`src/rtl/scu_pkg.sv`:
```
// Shared types and helpers for the stochastic-to-binary conversion blocks.
package scu_pkg;

  typedef enum logic [1:0] {
    IDLE = 2'd0,
    WARM = 2'd1,
    ACC  = 2'd2,
    DONE = 2'd3
  } scdec_state_t;

  // Bits needed to hold every value 0..n; never less than one bit.
  function automatic int cnt_width(input int n);
    return (n < 1) ? 1 : $clog2(n + 1);
  endfunction

endpackage

```
`src/rtl/sc_ones_cnt.sv`:
```
// Window counter: counts valid bits and ones over a 2^LEN_LOG2-bit window.
module sc_ones_cnt
  import scu_pkg::*;
#(
  parameter int LEN_LOG2 = 8
) (
  input  logic                clk,
  input  logic                rst_n,
  input  logic                clr,
  input  logic                en,
  input  logic                bit_in,
  output logic [LEN_LOG2:0]   ones_cnt,
  output logic                last
);

  localparam int ONES_W = cnt_width(2 ** LEN_LOG2);

  logic [LEN_LOG2-1:0] r_len_cnt;
  logic [ONES_W-1:0]   r_ones_cnt;

  always_ff @(posedge clk or negedge rst_n) begin
    if (!rst_n) begin
      r_len_cnt  <= '0;
      r_ones_cnt <= '0;
    end else if (clr) begin
      r_len_cnt  <= '0;
      r_ones_cnt <= '0;
    end else if (en) begin
      r_len_cnt  <= r_len_cnt + LEN_LOG2'(1);
      r_ones_cnt <= r_ones_cnt + ONES_W'(bit_in);
    end
  end

  assign ones_cnt = r_ones_cnt;
  // The window length is a power of two, so the final bit is len_cnt all-ones.
  assign last     = &r_len_cnt;

endmodule

```
`src/rtl/scdec_win.sv`:
```
// Stochastic bitstream to binary count over a fixed window, with warm-up
// discard and a valid/ready result port (single-shot or continuous).
module scdec_win
  import scu_pkg::*;
#(
  parameter int LEN_LOG2 = 8,
  parameter int SKIP     = 16
) (
  input  logic                clk,
  input  logic                rst_n,
  input  logic                start,
  input  logic                abort,
  input  logic                cont,
  input  logic                bit_in,
  input  logic                bit_vld,
  output logic [LEN_LOG2:0]   result,
  output logic                result_vld,
  input  logic                result_rdy,
  output logic                busy,
  output logic                overrun
);

  localparam int SKIP_W = cnt_width(SKIP);
  localparam logic [SKIP_W-1:0] SKIP_LAST = SKIP_W'((SKIP > 0) ? SKIP - 1 : 0);

  scdec_state_t        r_state, w_state_next;
  logic [SKIP_W-1:0]   r_skip_cnt;
  logic [LEN_LOG2:0]   r_result;
  logic                r_result_vld;
  logic                r_overrun;

  logic [LEN_LOG2:0]   w_ones_cnt;
  logic                w_last;
  logic                w_hs;
  logic                w_acc_en;
  logic                w_win_end;
  logic                w_cnt_clr;

  assign w_hs      = r_result_vld & result_rdy;
  assign w_acc_en  = (r_state == ACC) & bit_vld & ~abort;
  assign w_win_end = w_acc_en & w_last;
  // Window counter only runs in ACC; holding it clear elsewhere covers
  // start, abort and the continuous-mode restart in one place.
  assign w_cnt_clr = abort | (r_state != ACC);

  sc_ones_cnt #(.LEN_LOG2(LEN_LOG2)) u_ones_cnt (
    .clk      (clk),
    .rst_n    (rst_n),
    .clr      (w_cnt_clr),
    .en       (w_acc_en),
    .bit_in   (bit_in),
    .ones_cnt (w_ones_cnt),
    .last     (w_last)
  );

  always_comb begin
    w_state_next = r_state;
    if (abort) begin
      w_state_next = IDLE;
    end else begin
      case (r_state)
        IDLE: if (start) w_state_next = (SKIP > 0) ? WARM : ACC;
        WARM: if (bit_vld && (r_skip_cnt == SKIP_LAST)) w_state_next = ACC;
        ACC:  if (bit_vld && w_last) w_state_next = DONE;
        DONE: if (w_hs) w_state_next = cont ? ACC : IDLE;
        default: w_state_next = IDLE;
      endcase
    end
  end

  always_ff @(posedge clk or negedge rst_n) begin
    if (!rst_n) begin
      r_state <= IDLE;
    end else begin
      r_state <= w_state_next;
    end
  end

  always_ff @(posedge clk or negedge rst_n) begin
    if (!rst_n) begin
      r_skip_cnt <= '0;
    end else if (abort || (r_state != WARM)) begin
      r_skip_cnt <= '0;
    end else if (bit_vld) begin
      r_skip_cnt <= r_skip_cnt + SKIP_W'(1);
    end
  end

  always_ff @(posedge clk or negedge rst_n) begin
    if (!rst_n) begin
      r_result     <= '0;
      r_result_vld <= 1'b0;
    end else if (abort) begin
      r_result_vld <= 1'b0;
    end else if (w_win_end) begin
      r_result     <= w_ones_cnt + (LEN_LOG2 + 1)'(bit_in);
      r_result_vld <= 1'b1;
    end else if (w_hs) begin
      r_result_vld <= 1'b0;
    end
  end

  always_ff @(posedge clk or negedge rst_n) begin
    if (!rst_n) begin
      r_overrun <= 1'b0;
    end else if (!abort) begin
      if ((r_state == IDLE) && start) begin
        r_overrun <= 1'b0;
      end else if ((r_state == DONE) && bit_vld) begin
        r_overrun <= 1'b1;
      end
    end
  end

  assign result     = r_result;
  assign result_vld = r_result_vld;
  assign busy       = (r_state != IDLE);
  assign overrun    = r_overrun;

endmodule

```
`config.mk`:
```
export PLATFORM = sky130hd
export DESIGN_NAME = scdec_win
export DESIGN_NICKNAME = d
export VERILOG_FILES = /design/src/rtl/scu_pkg.sv /design/src/rtl/sc_ones_cnt.sv /design/src/rtl/scdec_win.sv
export SDC_FILE = /design/constraint.sdc
export NUM_CORES = 1
export LEC_CHECK = 0
export BUFFER_PORTS_ARGS = -buffer_cell sky130_fd_sc_hd__buf_2
export CORE_MARGIN = 10
export CORE_UTILIZATION = 57
export DETAILED_ROUTE_END_ITERATION = 8
export PLACE_DENSITY = 0.78
export SYNTH_ARGS = -nofsm -noshare
export SYNTH_HDL_FRONTEND = slang
export SYNTH_SLANG_ARGS = --single-unit
```
`constraint.sdc`:
```
create_clock -name clk -period 2.75 [get_ports clk]
set_clock_uncertainty 0.15 [all_clocks]
set_input_delay 0.55 -clock clk [delete_from_list [all_inputs] [get_ports clk]]
set_output_delay 0.55 -clock clk [all_outputs]
set_load 0.02 [all_outputs]
```
==> summary.txt, run 1 <==
Synthesis
  • Syn avg cell area: 10.0 sq um
  • Yosys top cell area share: 0.514
  • Post-synthesis instance area: 1700 sq um
  • Cell taking the most area after synthesis: dfrtp_1
  • Most numerous cell in the Yosys netlist: dfrtp_1
  • Synth cell types: 29
  • Asr flop ratio synth: 1.00
  • Seq cells post-synth: 35
  • Ranking of synthesized cells by area: dfrtp_1, xor2_1, nor2_1, nand2_1, ha_1
  • Register area share after synthesis: 0.514
  • Mapped Cells: 170
  • Syn_nets: 183
  • Post-synth EDFFs: 0
  • Yosys warning count: 0
  • Post-synth top cells: dfrtp_1, nor2_1, nand2_1
  • Synth Flop Type: dfrtp_1

Floorplan
  • Die area: 5580 sq um
  • Width of the die: 74.7 um
  • IO Count: 20
  • Die H: 74.7 um
  • Core box area: 2810 sq um
  • Cell row count: 19
  • Initial Util: 0.607

Place
  • Placed Cells incl. Taps: 214
  • Pre-CTS setup slack: 0.399 ns
  • Routability cong.: 0.777
  • Port bufs: 19
  • Dpl hpwl: 2360 um

Route
  • # DRC: 0
  • Final WL: 3180 um
  • Routed vias: 1246
  • Antenna viol nets, final: 0
  • DRT Pass-1 Iters: 4
  • Vias/cell: 5.61
  • Starting DRT DRC Count: 51
  • Routed wire per std cell: 14.3 um

Power and ir drop
  • Pleak: 0.000865 uW
  • Peak supply drop: 0.000342 V
  • Int Power: 746 uW
  • Psw: 204 uW
  • Comb power frac: 0.043
  • Register share of total power: 0.550
  • Cell Pwr Density: 503 nW/um^2
  • Clk pwr share: 0.408
  • Switching share of power: 0.215

CTS
  • TritonCTS clock tree: yes
  • Clk sinks: 35
  • CTS max path bufs: 2
  • Buffer count from post-CTS setup fixing: 0
  • CTS Buf Count: 5
  • H-tree depth: 2
  • Post-cts resize count: 0
  • # hold bufs at CTS: 0
  • Worst skew pair latency: 0.34 ns
  • CTS clk-pin slew, worst paths: 0.11 ns
  • Root buffer cell: clkbuf_4

Critical path
  • Worst EP required: 2.83 ns
  • CP arrival: 2.20 ns
  • Setup Crit Path Kind: reg2reg
  • RR Endpoint: result[1]
  • CP startpoint kind: flip-flop
  • WP buf/inv: 0
  • Crit-path cells: or3b_1 > or4_4 > mux2_4
  • Delay-heaviest family, CP: simple AND/OR/NAND/NOR gates
  • Crit path to: result[1]
  • Critical path depth: 3
  • Worst stage delay on the critical path: 0.65 ns
  • CP Launch Point: r_state[1]
  • Worst r2r src: r_state[1]
  • Critical path peak fanout: 17
  • Worst path slowest cell: or4_4
  • Worst reg2reg setup slack: 0.63 ns
  • CP endpoint kind: flip-flop
  • R2R cell count: 3

Cells and area
  • Fraction of layout cells with a size suffix above 1: 0.173
  • Fillers: 240
  • Number of diodes: 0
  • Final Net Count: 203
  • Final Core Density: 0.672
  • Area growth, synth to finish: 10.6%
  • Final Non-Filler Cells: 222

Timing
  • Worst hold slack: 0.111 ns
  • Post-route worst setup slack: 0.630 ns
  • RSZ-0062 raised after global routing: no
  • Hold Vio Cnt, Final: 0
  • Worst slew margin: 0.505
  • Achievable Freq: 472 MHz
  • Final Max Tran Viols: 0
  • Fin crit period: 2.12 ns
  • Worst Tran Pin Value: 0.743 ns
  • Period utilization: 0.771
  • Final setup fails: 0
  • TNS Setup: 0 ns

Hold path
  • Hold crit path type: in2async

Global routing
  • Tot GR Track Use: 0.123
  • GRT overflow: 0
  • Global-route wire length before repair: 5400 um
  • Vias in the first global route: 1266
  • Initial antenna violation count: 0
  • Largest net degree at the start of global routing: 36

Run status
  • Outcome: complete, no violations

Flow run
  • # Max-Cap Violations: 0
==> metal layers <==
layer  vias to the layer above  part of all wire  global-route usage
met5                         -                 0                   0
met4                         0             0.014              0.0441
met3                         7             0.056              0.0381
met1                       584              0.44               0.139
met2                        30              0.49               0.214
li1                        625                 -                   -
==> logic make-up after synthesis <==
family                   Yosys count  share of synthesized area
XOR/XNOR                          19                     0.0977
multiplexers                       6                     0.0411
AND/OR/NAND/NOR                   71                      0.198
adder cells (fa/ha/maj)            5                     0.0367
flip-flops                        35                      0.514
buffers and inverters             11                     0.0382
AO/OA/AOI/OAI                     23                     0.0742
==> stage by stage <==
stage / total power, uW / area (sq um)
finish: 949 / 1890
global route: 983 / 1890
CTS: 958 / 1890
detailed placement: 573 / 1800
global placement: 571 / 1800
floorplan: 550 / 1700
==> cell type report <==
cell class / count / area (sq um) / share of cell area
flip-flops and latches: 35 / 876 / 0.464
multi-input cells: 124 / 763 / 0.405
repair buffers: 21 / 110 / 0.0584
clock buffers: 6 / 51.3 / 0.0272
well taps: 31 / 38.8 / 0.0206
clock inverters: 2 / 35.0 / 0.0186
inverters: 3 / 11.3 / 0.00597
==> placed cells by master (no fill, tap or decap), drive strengths merged <==
cell type and instances:
a21oi 6, or4 2, nor2 23, a31oi 2, xor2 14, nand2 20
or3b 1, buf 21, xnor2 5, nor3 1, ha 5, or2 1
dfrtp 35, o21ai 12, or3 5, clkbuf 6, clkinv 1, and4 1
a211oi 1, nand4 8, bufinv 1, o211ai 1, mux2i 4, nand3 7
mux2 2, and3 2, inv 3, o2111ai 1
==> registers in the layout (all words and copies together), names as in the netlist <==
register / count
overrun: 1
r_skip_cnt: 5
r_state: 2
result: 9
result_vld: 1
u_ones_cnt.ones_cnt: 9
u_ones_cnt.r_len_cnt: 8
==> power by group through the flow <==
stage / combinational, uW / sequential [uW] / clock [uW]
after detailed placement: 41.4 / 532 / 0
after floorplan: 19.3 / 531 / 0
after global placement: 39.3 / 531 / 0
after global routing: 45.3 / 522 / 416
after CTS: 41.4 / 522 / 395
final: 40.5 / 522 / 387
==> worst min-delay path by stage <==
| stage | slack [ns] | cells after the start | to |
|---|---|---|---|
| detailed placement | 0.32 | 2 | result[3] |
| CTS | 0.13 | 1 | u_ones_cnt.r_len_cnt[5] |
| floorplan | 0.10 | 0 | overrun |
| global route | 0.15 | 1 | result[6] |
| finish | 0.11 | 1 | result[4] |
| global placement | 0.31 | 2 | result[2] |
(Power assumes the default switching activity.)
==> run 2: changes to the inputs <==
--- a/config.mk
+++ b/config.mk
@@ -5,11 +5,12 @@
 export SDC_FILE = /design/constraint.sdc
 export NUM_CORES = 1
 export LEC_CHECK = 0
+export ABC_AREA = 1
 export BUFFER_PORTS_ARGS = -buffer_cell sky130_fd_sc_hd__buf_2
 export CORE_MARGIN = 10
-export CORE_UTILIZATION = 57
+export CORE_UTILIZATION = 52
 export DETAILED_ROUTE_END_ITERATION = 8
-export PLACE_DENSITY = 0.78
+export PLACE_DENSITY = 0.75
 export SYNTH_ARGS = -nofsm -noshare
 export SYNTH_HDL_FRONTEND = slang
 export SYNTH_SLANG_ARGS = --single-unit
==> constraint.sdc (replaced) <==
create_clock -name clk -period 1.8 [get_ports clk]
set_clock_uncertainty 0.15 [all_clocks]
set_input_delay 0.36 -clock clk [delete_from_list [all_inputs] [get_ports clk]]
set_output_delay 0.36 -clock clk [all_outputs]
set_load 0.02 [all_outputs]
==> run 2 against run 1 <==
  * Highest routed layer unchanged
  * Sequential cell count is the same
  * Clock-buffer cell count rose by 1
  * Die area rose by 11%
  * Cell area increased by 6.4%
==> summary.txt, run 2 <==
Run status
  • Outcome: complete, no violations (unchanged)

CTS
  • CTS clk-pin slew, worst paths: 0.10 ns (was 0.11 ns)
  • Clk sinks: 35 (unchanged)
  • Root buffer cell: clkbuf_4 (unchanged)
  • Buffer count from post-CTS setup fixing: 0 (unchanged)
  • H-tree depth: 2 (unchanged)
  • CTS max path bufs: 2 (unchanged)
  • Worst skew pair latency: 0.34 ns (about the same)
  • CTS Buf Count: 5 (unchanged)
  • TritonCTS clock tree: yes (unchanged)

Timing
  • Final setup fails: 0 (unchanged)
  • Achievable Freq: 591 MHz
  • Final Max Tran Viols: 0 (unchanged)
  • Period utilization: 0.939
  • Fin crit period: 1.69 ns
  • Hold Vio Cnt, Final: 0 (unchanged)
  • RSZ-0062 raised after global routing: no (unchanged)
  • Worst slew margin: 0.704 (was 0.505)
  • TNS Setup: 0 ns (unchanged)
  • Worst Tran Pin Value: 0.445 ns (was 0.743 ns)

Floorplan
  • Core box area: 3340 sq um (was 2810 sq um)
  • Cell row count: 21 (was 19)
  • IO Count: 20 (unchanged)
  • Die H: 78.8 um (was 74.7 um)
  • Initial Util: 0.539 (was 0.607)
  • Die area: 6210 sq um (was 5580 sq um)
  • Width of the die: 78.8 um (was 74.7 um)

Flow run
  • # Max-Cap Violations: 0 (unchanged)

Power and ir drop
  • Cell Pwr Density: 789 nW/um^2 (was 503 nW/um^2)
  • Peak supply drop: 0.000373 V (was 0.000342 V)
  • Pleak: 0.00105 uW (was 0.000865 uW)

Synthesis
  • Asr flop ratio synth: 1.00 (unchanged)
  • Synth cell types: 29 (unchanged)
  • Post-synth EDFFs: 0 (unchanged)
  • Syn avg cell area: 8.25 sq um (was 10.0 sq um)
  • Seq cells post-synth: 35 (unchanged)
  • Ranking of synthesized cells by area: dfrtp_1, nand2_1, inv_1, nor2_1, ha_1 (was dfrtp_1, xor2_1, nor2_1, nand2_1, ha_1)
  • Cell taking the most area after synthesis: dfrtp_1 (unchanged)
  • Post-synthesis instance area: 1800 sq um (was 1700 sq um)
  • Post-synth top cells: nand2_1, dfrtp_1, inv_1 (was dfrtp_1, nor2_1, nand2_1)
  • Register area share after synthesis: 0.487 (was 0.514)
  • Syn_nets: 231 (was 183)
  • Most numerous cell in the Yosys netlist: nand2_1 (was dfrtp_1)
  • Mapped Cells: 218 (was 170)
  • Synth Flop Type: dfrtp_1 (unchanged)
  • Yosys warning count: 0 (unchanged)
  • Yosys top cell area share: 0.487 (was 0.514)

Critical path
  • Delay-heaviest family, CP: flip-flops (was simple AND/OR/NAND/NOR gates)
  • Worst path slowest cell: dfrtp_1 (was or4_4)
  • Worst EP required: 1.29 ns (was 2.83 ns)
  • Worst r2r src: u_ones_cnt.r_len_cnt[0] (was r_state[1])
  • Worst stage delay on the critical path: 0.46 ns (was 0.65 ns)
  • CP arrival: 1.18 ns (was 2.20 ns)
  • RR Endpoint: result[8] (was result[1])
  • Critical path peak fanout: 5 (was 17)
  • R2R cell count: 7 (was 3)
  • CP endpoint kind: primary output (was flip-flop)
  • CP startpoint kind: flip-flop (unchanged)
  • Crit-path cells: nor2_1 > inv_1 > buf_2 (was or3b_1 > or4_4 > mux2_4)
  • Worst reg2reg setup slack: 0.18 ns (was 0.63 ns)
  • WP buf/inv: 2 (was 0)
  • Setup Crit Path Kind: reg2out (was reg2reg)

Cells and area
  • Number of diodes: 0 (unchanged)
  • Area growth, synth to finish: 11.6% (was 10.6%)
  • Most frequent cells in the layout: nand2_1, dfrtp_1, inv_1 (was dfrtp_1, nor2_1, nand2_1)
  • Fraction of layout cells with a size suffix above 1: 0.167 (was 0.173)
  • Final Core Density: 0.601 (was 0.672)
  • Most common cell after layout, fill and taps aside: nand2_1 (was dfrtp_1)
  • Final Net Count: 258 (was 203)

Global routing
  • Largest net degree at the start of global routing: 36 (unchanged)
  • Global-route wire length before repair: 5840 um (was 5400 um)
  • Vias in the first global route: 1302 (was 1266)
  • Initial antenna violation count: 0 (unchanged)
  • GRT overflow: 0 (unchanged)
  • Tot GR Track Use: 0.117 (was 0.123)

Place
  • Port bufs: 19 (unchanged)
  • Routability cong.: 0.794 (was 0.777)
  • Dpl hpwl: 2470 um (was 2360 um)

Hold path
  • Worst Hold Launch: start
  • Hold crit path type: in2reg (was in2async)
  • Hold depth: 2
  • Hold endpoint: overrun

Route
  • Routed vias: 1409 (was 1246)
  • Met2 routed WL: 1450 um (was 1560 um)
  • Uppermost layer routed: met4 (unchanged)
  • # DRC: 0 (unchanged)
  • DRT Pass-1 Iters: 4 (unchanged)
  • Final WL: 3370 um (was 3180 um)
  • Vias/cell: 4.83 (was 5.61)
  • Met3 wire length: 260 um (was 179 um)
  • Starting DRT DRC Count: 55 (was 51)
  • Antenna viol nets, final: 0 (unchanged)
  • Met1 WL: 1620 um (was 1390 um)
  • Routed wire per std cell: 11.5 um (was 14.3 um)
run 2: cell count changes after synthesis, sizes merged, moves of 5 or more:
cell | previous run | this run
nand3 | 7 | 12
nor3 | 1 | 10
o21ai | 12 | 18
or3 | 5 | 0
inv | 3 | 30
xor2 | 14 | 3
nand2 | 20 | 67
nand4 | 8 | 2
run 2: metrics by stage:
step                cell area (sq um)  setup slack (ns)  hold WS (ns)  power (uW)  cells
floorplan                        1800             0.338       -0.0856        1100    218
CTS                              2010             0.102        0.0581        1600    292
finish                           2010             0.109        0.0645        1580    292
global route                     2010          0.000617        0.0380        1680    292
detailed placement               1950             0.112         0.274        1200    283
global placement                 1950             0.106         0.272        1200    283
run 2: cell families (layout without fill, tap and decap cells):
logic type               Yosys count  in the layout  share of synthesized area
AO/OA/AOI/OAI                     28             28                     0.0940
buffers and inverters             32             60                     0.0731
flip-flops                        35             35                      0.487
XOR/XNOR                           4              4                     0.0195
adder cells (fa/ha/maj)            5              5                     0.0348
AND/OR/NAND/NOR                  114            114                      0.292
run 2: routing by layer:
metal / GRT usage / up-vias
met5: 0 / -
met4: 0.0430 / 0
met3: 0.0619 / 4
met2: 0.169 / 32
met1: 0.145 / 620
li1: - / 753
run 2: where the power goes:
part	leakage (uW)	switching (uW)	total, uW	internal [uW]
logic	0.000536	213	312	98.9
registers	0.000486	48.5	871	823
clock network	0.0000293	248	400	152
run 2: timing repair:
action                                 4_1_cts  5_1_grt
endpoints found under the hold margin       35        0
hold buffers                                 1        0
setup endpoints to repair                    0        0
resized for setup                            0        0
run 2: final cells by class:
type | count | area, sq um
Fill cell | 292 | 1330
Tap cell | 46 | 57.6
Timing Repair Buffer | 22 | 120
Sequential cell | 35 | 876
Clock buffer | 7 | 45.0
Clock inverter | 1 | 5.00
Inverter | 30 | 113
Multi-Input combinational cell | 151 | 791
run 2: worst max path at each step:
stage                             end                   start  depth (start not counted)  slack, ns
2_1_floorplan  u_ones_cnt.ones_cnt[6]                  bit_in                          7       0.34
3_3_place_gp   u_ones_cnt.ones_cnt[6]                  bit_in                          8       0.11
3_5_place_dp   u_ones_cnt.ones_cnt[6]                  bit_in                          8       0.11
4_1_cts                          busy              r_state[0]                          3       0.10
5_1_grt        u_ones_cnt.ones_cnt[6]  u_ones_cnt.ones_cnt[0]                          7     0.0006
6_report                         busy              r_state[0]                          3       0.11
run 2: worst reg2reg max path, delay by kind of cell, from the launching register on:
family | cells | cell delay (ns)
and+or+nand+nor | 5 | 0.66
DFF | 1 | 0.41
adders and majority gates | 1 | 0.18
buffers and inverters | 1 | 0.15
==> run 3: changes to the inputs <==
--- a/config.mk
+++ b/config.mk
@@ -7,10 +7,12 @@
 export LEC_CHECK = 0
 export ABC_AREA = 1
 export BUFFER_PORTS_ARGS = -buffer_cell sky130_fd_sc_hd__buf_2
+export CAP_MARGIN = 0
 export CORE_MARGIN = 10
-export CORE_UTILIZATION = 52
+export CORE_UTILIZATION = 53
 export DETAILED_ROUTE_END_ITERATION = 8
 export PLACE_DENSITY = 0.75
 export SYNTH_ARGS = -nofsm -noshare
 export SYNTH_HDL_FRONTEND = slang
+export SYNTH_HIERARCHICAL = 1
 export SYNTH_SLANG_ARGS = --single-unit
==> constraint.sdc (replaced) <==
create_clock -name clk -period 1.8 [get_ports clk]
set_clock_uncertainty 0.15 [all_clocks]
set_input_delay 0.09 -clock clk [delete_from_list [all_inputs] [get_ports clk]]
set_output_delay 0.09 -clock clk [all_outputs]
set_load 0.02 [all_outputs]
==> run 3 against run 2 <==
  * Via count up 26%
  * Total power up 15%
  * First-iteration DRC count up 62%
  * Die area up 8.7%
  * Combinational power up 44%
  * Synthesized area up 14%
  * Critical path depth up 6
  * Sequential cell count unchanged
  * Global-route usage up 1.1 points
  * Sequential share of layout area down 6.6 points
  * Cell area up 18%
  * Routed wire length up 20%
  * Critical path type is now reg2reg
  * Critical endpoint is now result[7]
  * Highest routed layer unchanged
==> summary.txt, run 3 <==
Run status
  • Outcome: complete, no violations (unchanged)

Synthesis
  • Yosys warning count: 6 (was 0)
  • Mux cell area share after synthesis: 0 (unchanged)
  • Ranking of synthesized cells by area: dfrtp_1, nand2_1, nand3_1, inv_1, nor2_1 (was dfrtp_1, nand2_1, inv_1, nor2_1, ha_1)
  • Area share of and/or/nand/nor cells after synthesis: 0.378 (was 0.292)
  • Post-synthesis adder-cell area fraction: 0.0428 (was 0.0348)
  • Largest family of logic cells by synthesized area: simple AND/OR/NAND/NOR gates (unchanged)
  • Synth Area in XOR/XNOR: 0.00428 (was 0.0195)
  • Mapped Cells: 268 (was 218)
  • Asr flop ratio synth: 1.00 (unchanged)
  • Synth cell types: 26 (was 29)
  • Syn_nets: 283 (was 231)
  • Register area share after synthesis: 0.428 (was 0.487)
  • Synth Area in Compound Gates: 0.0660 (was 0.0939)
  • Yosys top cell area share: 0.428 (was 0.487)
  • Seq cells post-synth: 35 (unchanged)
  • Syn avg cell area: 7.64 sq um (was 8.25 sq um)
  • Synth Flop Type: dfrtp_1 (unchanged)
  • Post-synth top cells: nand2_1, dfrtp_1, inv_1 (unchanged)
  • Post-synth EDFFs: 0 (unchanged)
  • Most numerous cell in the Yosys netlist: nand2_1 (unchanged)
  • Cell taking the most area after synthesis: dfrtp_1 (unchanged)
  • Post-synthesis instance area: 2050 sq um (was 1800 sq um)

Route
  • Final WL: 4040 um (was 3370 um)
  • Routed wire per std cell: 11.6 um (was 11.5 um)
  • Antenna viol nets, final: 0 (unchanged)
  • Vias/cell: 5.10 (was 4.83)
  • # DRC: 0 (unchanged)
  • Starting DRT DRC Count: 89 (was 55)
  • Routed vias: 1769 (was 1409)
  • DRT Pass-1 Iters: 4 (unchanged)

Cells and area
  • Fraction of layout cells with a size suffix above 1: 0.184 (was 0.167)
  • Final Net Count: 315 (was 258)
  • Area growth, synth to finish: 15.6% (was 11.6%)
  • Final Non-Filler Cells: 347 (was 292)
  • Most frequent cells in the layout: nand2_1, dfrtp_1, inv_1 (unchanged)
  • Most common cell after layout, fill and taps aside: nand2_1 (unchanged)
  • Number of diodes: 0 (unchanged)

Place
  • Dpl hpwl: 3040 um (was 2470 um)
  • Placed Cells incl. Taps: 337 (was 283)
  • Port bufs: 19 (unchanged)
  • Routability cong.: 0.811 (was 0.794)

CTS
  • TritonCTS clock tree: yes (unchanged)
  • CTS Buf Count: 5 (unchanged)
  • Clk sinks: 35 (unchanged)
  • Worst skew pair latency: 0.28 ns (was 0.34 ns)
  • H-tree depth: 2 (unchanged)
  • CTS max path bufs: 2 (unchanged)
  • Root buffer cell: clkbuf_8 (was clkbuf_4)
  • CTS clk-pin slew, worst paths: 0.07 ns (was 0.10 ns)

Hold path
  • Hold crit path type: in2reg (unchanged)

Critical path
  • Worst path slowest cell: dfrtp_1 (unchanged)
  • R2R cell count: 9 (was 7)
  • Worst stage delay on the critical path: 0.38 ns (was 0.46 ns)
  • CP arrival: 1.77 ns (was 1.18 ns)
  • Setup Crit Path Kind: reg2reg (was reg2out)
  • CP startpoint kind: flip-flop (unchanged)
  • Worst reg2reg setup slack: 0.1 ns (was 0.18 ns)
  • CP endpoint kind: flip-flop (was primary output)
  • Crit path to: result[7] (was busy)
  • CP Launch Point: u_ones_cnt/r_len_cnt[1] (was r_state[0])
  • Worst EP required: 1.87 ns (was 1.29 ns)
  • Critical path peak fanout: 8 (was 5)
  • Worst r2r src: u_ones_cnt/r_len_cnt[1] (was u_ones_cnt.r_len_cnt[0])
  • RR Endpoint: result[7] (was result[8])
  • Crit-path cells: ha_2 > nand3_2 > nor2_2 > and3_1 > nand2_2 > nor2_8 > buf_12 > nand3_1 > nand2_1 (was nor2_1 > inv_1 > buf_2)

Floorplan
  • Die area: 6750 sq um (was 6210 sq um)
  • IO Count: 20 (unchanged)
  • Initial Util: 0.555 (was 0.539)
  • Core box area: 3690 sq um (was 3340 sq um)
  • Cell row count: 22 (was 21)
  • Die H: 82.1 um (was 78.8 um)
  • Width of the die: 82.1 um (was 78.8 um)

Power and ir drop
  • Pleak: 0.00117 uW (was 0.00105 uW)
  • Cell Pwr Density: 772 nW/um^2 (was 789 nW/um^2)
  • Peak supply drop: 0.000480 V (was 0.000373 V)

Timing
  • Achievable Freq: 588 MHz (was 591 MHz)
  • TNS Setup: 0 ns (unchanged)
  • Final Max Tran Viols: 0 (unchanged)
  • Worst Tran Pin Value: 0.749 ns (was 0.445 ns)
  • Hold Vio Cnt, Final: 0 (unchanged)
  • Final setup fails: 0 (unchanged)
  • Fin crit period: 1.70 ns (was 1.69 ns)
  • Worst slew margin: 0.501 (was 0.704)
  • Period utilization: 0.945 (was 0.939)

Global routing
  • Vias in the first global route: 1603 (was 1302)
  • GRT overflow: 0 (unchanged)
  • Global-route wire length before repair: 6980 um (was 5840 um)
  • Tot GR Track Use: 0.128 (was 0.117)
  • Initial antenna violation count: 0 (unchanged)
  • Largest net degree at the start of global routing: 36 (unchanged)

Flow run
  • # Max-Cap Violations: 0 (unchanged)
-- run 3: cell count changes after synthesis, sizes merged, moves of 3 or more --
cell,previous run,this run
o21ai,18,13
nor2,21,36
nand2,67,84
nor3,10,3
nand3,12,27
a21oi,6,12
inv,30,35
xor2,3,0
nand4,2,5
-- run 3: how the worst min path moves through the flow --
stage	from	to	cells after the start
final	abort	overrun	3
after global routing	abort	overrun	3
after CTS	abort	overrun	3
after detailed placement	rst_n	r_skip_cnt[3]	1
after global placement	rst_n	r_skip_cnt[3]	1
after floorplan	rst_n	overrun	0
-- run 3: where the power goes --
part | internal [uW] | switching (uW)
sequential | 825 | 40.5
clock | 258 | 255
combinational | 156 | 293
-- run 3: final cells by class --
type	count	area, sq um
flip-flops and latches	35	876
well taps	48	60.1
multi-input cells	194	1030
fillers	325	1320
inverters	35	134
clock buffers	6	72.6
repair buffers	29	196
-- run 3: what timing repair did --
action	CTS	global route
setup buffers	0	0
endpoints found under the hold margin	38	0
resized for setup	0	7
setup endpoints to repair	0	16
hold buffers	4	0
-- run 3: through the flow --
stage	total power (uW)	util	worst slack, ns	hold WS, ns	area, sq um
floorplan	1170	-	0.102	-0.356	2050
global placement	1300	0.604	0.131	0.0634	2230
detailed placement	1320	0.604	0.0692	0.0586	2230
CTS	1840	0.634	0.0552	0.0126	2340
global route	1940	0.641	-0.00930	0.0661	2370
finish	1830	0.641	0.0983	0.0115	2370
-- run 3: kinds of logic (layout without fill, tap and decap cells) --
family / count (synthesis) / count (layout)
compound gates: 26 / 26
xor+xnor: 1 / 1
fa+ha+maj: 7 / 7
buf+inv: 39 / 70
flops: 35 / 35
simple gates: 160 / 160
-- run 3: worst max-delay path: cells and delay by family, from the launching register on --
family        cells  cell delay (ns)
fa+ha+maj         1             0.22
buf+inv           1             0.12
flops             1             0.38
simple gates      7             0.76
-- run 3: metal layers --
metal	up-vias	GRT usage	part of all wire
met5	-	0	0
met4	0	0.0561	0.012
met3	5	0.0292	0.067
met2	43	0.192	0.45
met1	803	0.172	0.47
li1	918	-	-
